`src/rtl/mult_pkg.sv`:
```
// Shared definitions for the iterative shift-add multiplier:
// FSM state encoding and the iteration-counter width helper.
package mult_pkg;

  typedef enum logic [1:0] {
    ST_IDLE = 2'd0,
    ST_CALC = 2'd1,
    ST_FIX  = 2'd2
  } mult_state_e;

  // Counter wide enough to hold 0..width inclusive.
  function automatic int cnt_w(input int width);
    return $clog2(width + 1);
  endfunction

endpackage

```
`src/rtl/mult_neg.sv`:
```
// Conditional two's-complement negate. Used for operand magnitude
// extraction and for the final sign fix-up of the product.
module mult_neg
  import mult_pkg::*;
#(
  parameter int W = 32
) (
  input  logic         neg_i,
  input  logic [W-1:0] val_i,
  output logic [W-1:0] val_o
);

  // Negate when requested; the most negative value maps onto itself,
  // which reads correctly as its magnitude when treated as unsigned.
  assign val_o = neg_i ? (~val_i + W'(1)) : val_i;

endmodule

```
`src/rtl/seq_multiplier.sv`:
```
// Iterative WIDTH x WIDTH -> 2*WIDTH shift-add multiplier, one multiplier
// bit per cycle, with per-operation signed/unsigned select.
// Optional build macro: MULT_EARLY_TERM_EN -- leave CALC as soon as the
// remaining multiplier bits are all zero (same result, shorter latency).
//
// Handshake: start is accepted on a clock edge where busy==0 (including
// the cycle in which done is high); operands and is_signed are sampled on
// that edge only. busy is high from the following edge until the done
// edge; done is a single-cycle pulse and product is valid from then on,
// held until the next done or reset. start while busy is ignored.
module seq_multiplier
  import mult_pkg::*;
#(
  parameter int WIDTH = 32
) (
  input  logic               clk,
  input  logic               resetn,
  input  logic               start,
  input  logic               is_signed,
  input  logic [WIDTH-1:0]   op_a,
  input  logic [WIDTH-1:0]   op_b,
  output logic               busy,
  output logic               done,
  output logic [2*WIDTH-1:0] product,
  output logic [1:0]         dbg_state_o
);

  localparam int CNT_W = cnt_w(WIDTH);

  mult_state_e        state_q, state_d;
  logic [2*WIDTH-1:0] mcand_q, mcand_d;
  logic [WIDTH-1:0]   mplier_q, mplier_d;
  logic [2*WIDTH-1:0] acc_q, acc_d;
  logic [CNT_W-1:0]   cnt_q, cnt_d;
  logic               sign_q, sign_d;
  logic [2*WIDTH-1:0] product_q, product_d;
  logic               done_q, done_d;

  logic [WIDTH-1:0]   abs_a, abs_b;
  logic [2*WIDTH-1:0] fixed_acc;
  logic               last_calc;

  mult_neg #(.W(WIDTH)) u_abs_a (
    .neg_i (is_signed & op_a[WIDTH-1]),
    .val_i (op_a),
    .val_o (abs_a)
  );

  mult_neg #(.W(WIDTH)) u_abs_b (
    .neg_i (is_signed & op_b[WIDTH-1]),
    .val_i (op_b),
    .val_o (abs_b)
  );

  mult_neg #(.W(2*WIDTH)) u_fix (
    .neg_i (sign_q),
    .val_i (acc_q),
    .val_o (fixed_acc)
  );

  // Decide whether the current CALC cycle is the final one.
`ifdef MULT_EARLY_TERM_EN
  always_comb begin
    last_calc = (mplier_q[WIDTH-1:1] == '0) || (cnt_q == CNT_W'(WIDTH - 1));
  end
`else
  always_comb begin
    last_calc = (cnt_q == CNT_W'(WIDTH - 1));
  end
`endif

  // Next-state and datapath update for IDLE -> CALC -> FIX -> IDLE.
  always_comb begin
    state_d   = state_q;
    mcand_d   = mcand_q;
    mplier_d  = mplier_q;
    acc_d     = acc_q;
    cnt_d     = cnt_q;
    sign_d    = sign_q;
    product_d = product_q;
    done_d    = 1'b0;
    case (state_q)
      ST_IDLE: begin
        if (start) begin
          mcand_d  = {{WIDTH{1'b0}}, abs_a};
          mplier_d = abs_b;
          sign_d   = is_signed & (op_a[WIDTH-1] ^ op_b[WIDTH-1]);
          acc_d    = '0;
          cnt_d    = '0;
          state_d  = ST_CALC;
        end
      end
      ST_CALC: begin
        if (mplier_q[0]) begin
          acc_d = acc_q + mcand_q;
        end
        mcand_d  = mcand_q << 1;
        mplier_d = mplier_q >> 1;
        cnt_d    = cnt_q + CNT_W'(1);
        if (last_calc) begin
          state_d = ST_FIX;
        end
      end
      ST_FIX: begin
        product_d = fixed_acc;
        done_d    = 1'b1;
        state_d   = ST_IDLE;
      end
      default: begin
        state_d = ST_IDLE;
      end
    endcase
  end

  // State and datapath registers with synchronous active-low reset.
  always_ff @(posedge clk) begin
    if (!resetn) begin
      state_q   <= ST_IDLE;
      mcand_q   <= '0;
      mplier_q  <= '0;
      acc_q     <= '0;
      cnt_q     <= '0;
      sign_q    <= 1'b0;
      product_q <= '0;
      done_q    <= 1'b0;
    end else begin
      state_q   <= state_d;
      mcand_q   <= mcand_d;
      mplier_q  <= mplier_d;
      acc_q     <= acc_d;
      cnt_q     <= cnt_d;
      sign_q    <= sign_d;
      product_q <= product_d;
      done_q    <= done_d;
    end
  end

  assign busy        = (state_q != ST_IDLE);
  assign done        = done_q;
  assign product     = product_q;
  assign dbg_state_o = state_q;

endmodule
```
`config.mk`:
```
export PLATFORM = sky130hd
export DESIGN_NAME = seq_multiplier
export DESIGN_NICKNAME = d
export VERILOG_FILES = /design/src/rtl/mult_pkg.sv /design/src/rtl/mult_neg.sv /design/src/rtl/seq_multiplier.sv
export SDC_FILE = /design/constraint.sdc
export NUM_CORES = 1
export LEC_CHECK = 0
export BUFFER_PORTS_ARGS = -buffer_cell sky130_fd_sc_hd__buf_2
export CAP_MARGIN = 15
export CORE_ASPECT_RATIO = 0.6
export CORE_UTILIZATION = 60
export CTS_CLUSTER_DIAMETER = 100
export DETAILED_ROUTE_END_ITERATION = 8
export GPL_ROUTABILITY_DRIVEN = 0
export GPL_TIMING_DRIVEN = 0
export PLACE_DENSITY_LB_ADDON = 0.05
export SETUP_SLACK_MARGIN = 0.05
export SKIP_CTS_REPAIR_TIMING = 1
export SYNTH_ARGS = -nofsm -noshare
export SYNTH_HDL_FRONTEND = slang
export SYNTH_SLANG_ARGS = --single-unit
```
`constraint.sdc`:
```
create_clock -name clk -period 3.65 [get_ports clk]
set_clock_uncertainty 0.15 [all_clocks]
set_input_delay 0.73 -clock clk [delete_from_list [all_inputs] [get_ports clk]]
set_output_delay 0.73 -clock clk [all_outputs]
set_load 0.02 [all_outputs]
```
[After elaboration in Yosys (flattened, before gate mapping)]
Index checks and enable logic that the tools add are counted.
Storage, ports and cells
  output and inout port bits: 68
  input bits: 68
  logic and storage cells: 49
  register bits after elaboration: 234
Cells by class
  muxes and demuxes: 16
  add/subtract/negate cells: 5
  bitwise operators: 7
  eq/ne operators: 6
  reductions and logical operators: 7
Operators with widths (count)
  two-way mux 64 bit: 4
  one-hot mux 64 bit (2 select lines): 2
  two-way mux 32 bit: 3
  adder 32 x 1 -> 32 bit (second input constant): 2
  adder 64 x 1 -> 64 bit (second input constant): 1
  adder 64 bit: 1
  NOT 32 bit: 2
  NOT 64 bit: 1
  one-hot mux 32 bit (2 select lines): 1
  one-hot mux 6 bit (2 select lines): 1
  adder 6 x 1 -> 6 bit (second input constant): 1
  equality test 6 x 5 -> 1 bit (second input constant): 1
  two-way mux 6 bit: 1
  inequality test 2 bit (second input constant): 3
  AND reduction 2 bit: 3
  two-way mux 2 bit: 2
  one-hot mux 2 bit (2 select lines): 1
  nonzero test 2 bit: 2
  AND 1 bit: 3
  AND reduction 3 bit: 1
  equality test 2 x 1 -> 1 bit (second input constant): 1
  equality test 2 bit (second input constant): 1
  zero test 2 bit: 1
  two-way mux 1 bit: 1
  XOR 1 bit: 1

[Longest topological paths before layout]
Gate-level depths: netlist of run 1.
  depth in word-level cells: 5
  gate-level depth with buffers: 13
  depth with buffers taken out: 13

[By module]
From an unflattened synthesis of run 1, not the netlist that was laid out.
Second synthesis, totals
  cell total of the unflattened synthesis: 1938
  area total of the unflattened synthesis: 15159.5 sq um
Modules (own cells, without submodules)
  seq_multiplier: cells an instance 1534, area an instance 11956.5 sq um, times used 1, sequential area each 4684.5 sq um
  mult_neg (u_fix): cells an instance 206, area an instance 1649.1 sq um, times used 1, sequential area each 0.0 sq um
  mult_neg (u_abs_a ...): cells an instance 99, area an instance 777.0 sq um, times used 2, sequential area each 0.0 sq um

[Worst setup path after synthesis of run 1]
OpenSTA, ideal clock, no wires.
  path type: reg2reg
  from: register acc_q[26]
  to: register product_q[60], in the netlist product[60]
  path slack: 0.465 ns
  clock period less this slack: 3.185 ns
  stages on the path, launching flop included: 10
  arrival time: 2.916 ns
  cell sequence: dfxtp_1 or4_4 or4_4 nor4_4 nand3_2 or4_4 or2_4 o31ai_4 xor2_1 o21ai_1
Between the ends
  word-level cells in the longest chain between the ends: 3
Ends and longest elaborated chain
  start: declaration: RTL line seq_multiplier.sv:33  | logic [2*WIDTH-1:0] acc_q, acc_d;
  start signal: assignment: RTL line seq_multiplier.sv:121  | acc_q <= '0;
  start signal: assignment: RTL line seq_multiplier.sv:130  | acc_q <= acc_d;
  NOT 64 bit: RTL line mult_neg.sv:15  | assign val_o = neg_i ? (~val_i + W'(1)) : val_i;
  adder 64 x 1 -> 64 bit: RTL line mult_neg.sv:15
  two-way mux 64 bit: RTL line mult_neg.sv:15
  end signal: assignment: RTL line seq_multiplier.sv:133  | product_q <= product_d;
  end: declaration: RTL line seq_multiplier.sv:36  | logic [2*WIDTH-1:0] product_q, product_d;
No other way between the ends.
A chain may end at the register's enable or synchronous reset.

[Worst setup path after layout of run 1]
  from: register acc_q[21]
  to: register acc_q[60]
Between the ends
  word-level cells in the longest chain between the ends: 3
Ends and longest elaborated chain
  adder 64 bit: RTL line seq_multiplier.sv:95  | acc_d = acc_q + mcand_q;
  two-way mux 64 bit: RTL line seq_multiplier.sv:94  | if (mplier_q[0]) begin
  one-hot mux 64 bit (2 select lines): RTL line seq_multiplier.sv:82  | case (state_q)
No other way between the ends. The select of a mux whose other input is x is not followed.

==> results.tsv, run 1 <==
metric	value	unit
outcome	finished, final reports clean	
clkPwrFrac	41.0	%
antenna_found_initial	3	
synth.largest_area_cell	dfxtp_1	
cts-root-buf	clkbuf_16	
busiest_layer	met1	
hp-class	flip-flop to flip-flop	
clk_pin_slew	0.07	ns
cp_slowest_cell	or4_1	
final_area	16300	um^2
ant_nets	0	
finalCriticalPeriod	3.50	ns
rsz0062_at_grt	true	
num_vias	14900	
synth_common_cells	dfxtp_1, nand2_1, a21oi_1	
hold_viol	0	
synthDistinctLibCells	64	
whs	0.302	ns
start_util	61.6	%
synth_area_leaders	dfxtp_1, a21oi_1, xor2_1, nand2_1, ha_1	
dieHeight	122	um
synth_ff_type	dfxtp_1	
grt.total_usage	37.0	%
layout.nets	2156	
viasPerCell	6.34	
syn_area	14400	um^2
drive_gt1_share	11.2	%
multi_input_area	9290	um^2
fin_setup_tns	0	ns
ys_ff_latch	234	
dp_slack	-0.0351	ns
end_kind	flip-flop	
synth.most_common_cell	dfxtp_1	
grt.met1_usage	54.6	%
syn_nets	1991	
detailedRoute.firstPassIterationCount	7	
path_cells	ha_1, a21oi_1, o21a_1, nand4_1, a211oi_2, nor4_2, or4_1, a41o_1, a31oi_1, xor2_1, o21ai_0	
max_stage_delay	0.55	ns
wl_per_cell	19.6	um
synthArstFlopShare	0	%
p_leak	6.52	nW
seq_power_share	46.7	%
period_share	95.9	%
cap_viol_max_count	0	
rows	43	
grt_max_degree	16	
die_area	24600	um^2
seq_area	4700	um^2
fill_cells	1933	
tightest_slew	1.09	ns
slew_viol_final	0	
clockBufferDepth	3	
first_iter_violations	1586	
synth_edf_count	0	
clkSinkCount	234	
yosysTopAreaCellShare	32.6	%
core	23300	um^2
grt_pass1_vias	13200	
setup_viol	0	
fin_ws	0.150	ns
ir_worst_vdd	260	uV
p_comb_share	12.3	%
die_x	202	um
swShare	27.5	%
p_sw	0.00158	W
start_kind	flip-flop	
use_met2	49.8	%
grt-ovfl-total	0	
crit_arrival	3.74	ns
globalRouteMet3Util	15.1	%
clock.fmax	286	MHz
path_class	flip-flop to flip-flop	
stdcell_count	2351	
tritoncts	done	
yosys_warnings	0	
place_inst	2305	
p_per_area	352	nW/um^2
syn_to_final_growth	13.7	%
drt_wl_total	46000	um
placed_area	15400	um^2
drcViolationCount	0	
grt_pass1_wl	72100	um
synth.avg_cell_area	7.74	um^2
io_buffers	135	
crit_path_max_fanout	5	
syn_inst	1855	
htree_levels	1	
dp_hpwl	36200	um
io_pins	136	
insertion_delay	0.53	ns
intPower	0.00417	W
yosysSeqAreaShare	32.6	%
critical_path_required	3.89	ns
max_slew_margin	26.6	%
cts_buffers	23	
-- power by group through the flow --
stage	Combinational (W)	Clock [W]	Sequential, W
final	0.000709	0.00236	0.00268
after global routing	0.000777	0.00247	0.00269
after CTS	0.000684	0.00236	0.00268
after detailed placement	0.000681	0	0.00273
after global placement	0.000669	0	0.00273
after floorplan	0.000463	0	0.00271
-- area by class of cell --
class | instances | share of cell area, %
Tap cell | 315 | 2.41
Sequential cell | 234 | 28.8
Clock buffer | 29 | 3.91
Buffer | 106 | 2.44
Timing Repair Buffer | 141 | 4.41
Antenna cell | 2 | 0.0306
Clock inverter | 10 | 0.567
Inverter | 23 | 0.529
Multi-Input combinational cell | 1491 | 56.9
-- state kept, by name (all words and copies together) (netlist names) --
| register | flops |
|---|---|
| acc_q | 64 |
| cnt_q | 6 |
| dbg_state_o | 2 |
| done | 1 |
| mcand_q | 64 |
| mplier_q | 32 |
| product | 64 |
| sign_q | 1 |
-- cell families after synthesis --
logic type               Yosys count  share of synthesized area [%]
adder cells (fa/ha/maj)           68                           5.98
multiplexers                       4                          0.279
AO/OA/AOI/OAI                    619                           27.1
buffers and inverters            130                           3.41
XOR/XNOR                         174                           10.6
AND/OR/NAND/NOR                  626                           20.0
flip-flops                       234                           32.6
-- worst max-delay path: cells and delay by family (launching register included) --
kind	cells	cell delay [ns]
AO/OA/AOI/OAI	6	1.42
XOR/XNOR	1	0.16
adder cells (fa/ha/maj)	1	0.36
flip-flops	1	0.53
AND/OR/NAND/NOR	3	0.76
-- per-layer routing --
metal | up-vias | wire length (um) | part of all wire [%]
met4 | 2 | 787 | 1.7
met1 | 6940 | 21100 | 46
met2 | 794 | 17200 | 37
met5 | - | 10 | 0.022
met3 | 76 | 6910 | 15
li1 | 7099 | - | -
-- metrics by stage --
| stage | utilization (%) | power (W) |
|---|---|---|
| after detailed placement | 66.2 | 0.00342 |
| after global placement | 66.2 | 0.00340 |
| after floorplan | - | 0.00317 |
| after CTS | 69.4 | 0.00572 |
| final | 70.1 | 0.00575 |
| after global routing | 70.1 | 0.00593 |
-- cell usage in the layout, fill, tap and decap left out, drive strengths merged, types with 9 or more instances in the layout --
cell type	n
clkbuf	127
inv	24
xnor2	64
o21bai	12
a21oi	209
and2	16
nand2	225
a211oi	56
or3	16
nand2b	14
o31ai	33
o22ai	9
dfxtp	234
xor2	110
or4	19
nor2b	12
a22oi	80
ha	67
a21o	27
a31oi	10
o41ai	14
o21a	10
buf	149
nand4	18
nor4	10
o21ai	118
nor3	28
nand3	73
and3	10
nor2	170
-- path summary, 6_finish.rpt --
kind,start,end,slack (ns),cells after the start
worst min-delay path,product[14],product[14],0.30,2
worst max-delay path,acc_q[21],acc_q[60],0.15,11
worst min register to register,product[14],product[14],0.30,2
worst max register to register,acc_q[21],acc_q[60],0.15,11
No activity file was read; power rests on OpenSTA's default activity.
==> run 2: changes to the inputs <==
SYNTH_HIERARCHICAL = 1   (was default)
==> results.tsv, run 2 <==
metric	value	unit	change
p_leak	6.78	nW	was 6.52 nW
placed_area	16200	um^2	was 15400 um^2
p_per_area	352	nW/um^2	about the same
hp-class	flip-flop to flip-flop		unchanged
grt_pass1_wl	72900	um	was 72100 um
syn_inst	1938		was 1855
cts_buffers	23		unchanged
wl_met2	17300	um	was 17200 um
drcViolationCount	0		unchanged
period_share	96.1	%	was 95.9%
rows	44		was 43
regToRegSetupSlack	0.14	ns	was 0.15 ns
insertion_delay	0.52	ns	was 0.53 ns
setup_viol	0		unchanged
fin_ws	0.142	ns	was 0.150 ns
crit_path_max_fanout	7		was 5
synth_ff_type	dfxtp_1		unchanged
viasPerCell	6.21		was 6.34
max_slew_margin	31.9	%	was 26.6%
critical_path_required	3.89	ns	about the same
layout_commonest_cell	nand2_1		unchanged
hold_viol	0		unchanged
r2r_cells	11		unchanged
drive_gt1_share	12.7	%	was 11.2%
die_x	207	um	was 202 um
first_iter_violations	1268		was 1586
grt-ovfl-total	0		unchanged
crit_arrival	3.75	ns	was 3.74 ns
synth_common_cells	nand2_1, dfxtp_1, nor2_1		was dfxtp_1, nand2_1, a21oi_1
clockBufferDepth	3		unchanged
critPathLaunch	acc_q[8]		was acc_q[21]
final_cell_mix	nand2_1, dfxtp_1, nor2_1		was nand2_1, dfxtp_1, a21oi_1
dr_wl_met3	6560	um	was 6910 um
ir_worst_vdd	197	uV	was 260 uV
die_area	25900	um^2	was 24600 um^2
rr_endpoint	acc_q[56]		was acc_q[60]
outcome	finished, final reports clean		unchanged
dieHeight	125	um	was 122 um
yosys_warnings	6		was 0
cap_viol_max_count	0		unchanged
yosysSeqAreaShare	30.9	%	was 32.6%
synthDistinctLibCells	84		was 64
fin_setup_tns	0	ns	unchanged
tritoncts	done		unchanged
syn_to_final_growth	12.8	%	was 13.7%
synthArstFlopShare	0	%	unchanged
finalCriticalPeriod	3.51	ns	was 3.50 ns
wl_per_cell	18.9	um	was 19.6 um
yosysTopAreaCellShare	30.9	%	was 32.6%
slew_viol_final	0		unchanged
synth_area_leaders	dfxtp_1, xnor2_1, nand2_1, a21oi_1, ha_1		was dfxtp_1, a21oi_1, xor2_1, nand2_1, ha_1
tightest_slew	1.01	ns	was 1.09 ns
synth_edf_count	0		unchanged
dp_hpwl	36100	um	was 36200 um
start_kind	flip-flop		unchanged
holdPathStages	2		unchanged
crit_end	acc_q[56]		was acc_q[60]
final_area	17100	um^2	was 16300 um^2
end_kind	flip-flop		unchanged
synth.avg_cell_area	7.82	um^2	was 7.74 um^2
grt.total_usage	34.7	%	was 37.0%
io_pins	136		unchanged
grt_pass1_vias	13500		was 13200
ys_ff_latch	234		unchanged
ant_nets	0		unchanged
drt_wl_total	46100	um	was 46000 um
met1Wirelength	21500	um	was 21100 um
routed.top_layer	met5		unchanged
path_class	flip-flop to flip-flop		unchanged
io_buffers	135		unchanged
grt_max_degree	16		unchanged
whs	0.301	ns	was 0.302 ns
antenna_found_initial	5		was 3
clock.fmax	285	MHz	was 286 MHz
layout.nets	2231		was 2156
r2r_start	acc_q[8]		was acc_q[21]
clkSinkCount	234		unchanged
syn_nets	2074		was 1991
rsz0062_at_grt	true		unchanged
start_util	61.9	%	was 61.6%
htree_levels	1		unchanged
clk_pin_slew	0.07	ns	about the same
cts-root-buf	clkbuf_16		unchanged
synth.most_common_cell	nand2_1		was dfxtp_1
num_vias	15100		was 14900
syn_area	15200	um^2	was 14400 um^2
dp_slack	-0.170	ns	was -0.0351 ns
core	24500	um^2	was 23300 um^2
synth.largest_area_cell	dfxtp_1		unchanged
detailedRoute.firstPassIterationCount	6		was 7
==> run 2: cell types whose count changed in the layout (fill, tap and decap cells not counted), moves of 10 or more <==
cell	previous run	this run
nor2_1	170	195
nand2_1	225	297
a211oi_1	55	0
a21oi_1	205	191
o31ai_1	30	40
o41ai_2	1	12
xor2_1	110	21
xnor2_1	64	159
a22oi_1	80	37
o221ai_1	0	54
o21ai_0	115	94
==> run 2: worst min-delay path by stage <==
stage,startpoint,to,slack (ns)
3_3_place_gp,product[30],product[30],0.29
4_1_cts,product[27],product[27],0.30
3_5_place_dp,product[57],product[57],0.30
2_1_floorplan,sign_q,sign_q,0.28
6_report,product[7],product[7],0.30
5_1_grt,product[33],product[33],0.32
==> run 2: cells by family after synthesis <==
kind of cell,after synthesis,synth area share (%)
buffers and inverters,144,3.69
multiplexers,1,0.0660
AO/OA/AOI/OAI,566,25.3
AND/OR/NAND/NOR,745,24.0
XOR/XNOR,180,10.4
flip-flops,234,30.9
adder cells (fa/ha/maj),68,5.66
==> run 2: area by class of cell <==
cell class	instances	area (um^2)
Antenna cell	4	10.0
Tap cell	322	403
Inverter	23	86.3
Buffer	115	450
Clock inverter	12	146
Sequential cell	234	4700
Multi-Input combinational cell	1560	9990
Fill cell	2058	7410
Timing Repair Buffer	138	698
Clock buffer	28	604
==> run 2: layer usage <==
metal | track usage, % | vias to the layer above
met2 | 46.7 | 764
met3 | 14.2 | 58
met4 | 6.41 | 2
met1 | 51.3 | 6961
li1 | - | 7340
met5 | 0 | -
==> run 2: worst max-delay path: stages, from the launching register on <==
cell	delay [ns]
dfxtp_4	0.39
ha_2	0.33
o21a_1	0.23
a2111oi_4	0.34
nor3_1	0.10
a311o_1	0.38
a221o_1	0.37
a311oi_2	0.43
nor3_2	0.15
a31oi_1	0.23
xor2_1	0.20
o21ai_1	0.08
==> run 2: metrics by stage <==
step,utilization [%],std cells,power [W]
2_1_floorplan,-,1938,0.00334
3_3_place_gp,66.3,2395,0.00361
3_5_place_dp,66.3,2395,0.00362
4_1_cts,69.3,2435,0.00601
5_1_grt,69.8,2435,0.00622
6_report,69.8,2436,0.00602
==> run 2: where the power goes <==
part	switching, W	internal (W)
combinational	0.000576	0.000309
sequential	0.0000847	0.00264
clock	0.00103	0.00140
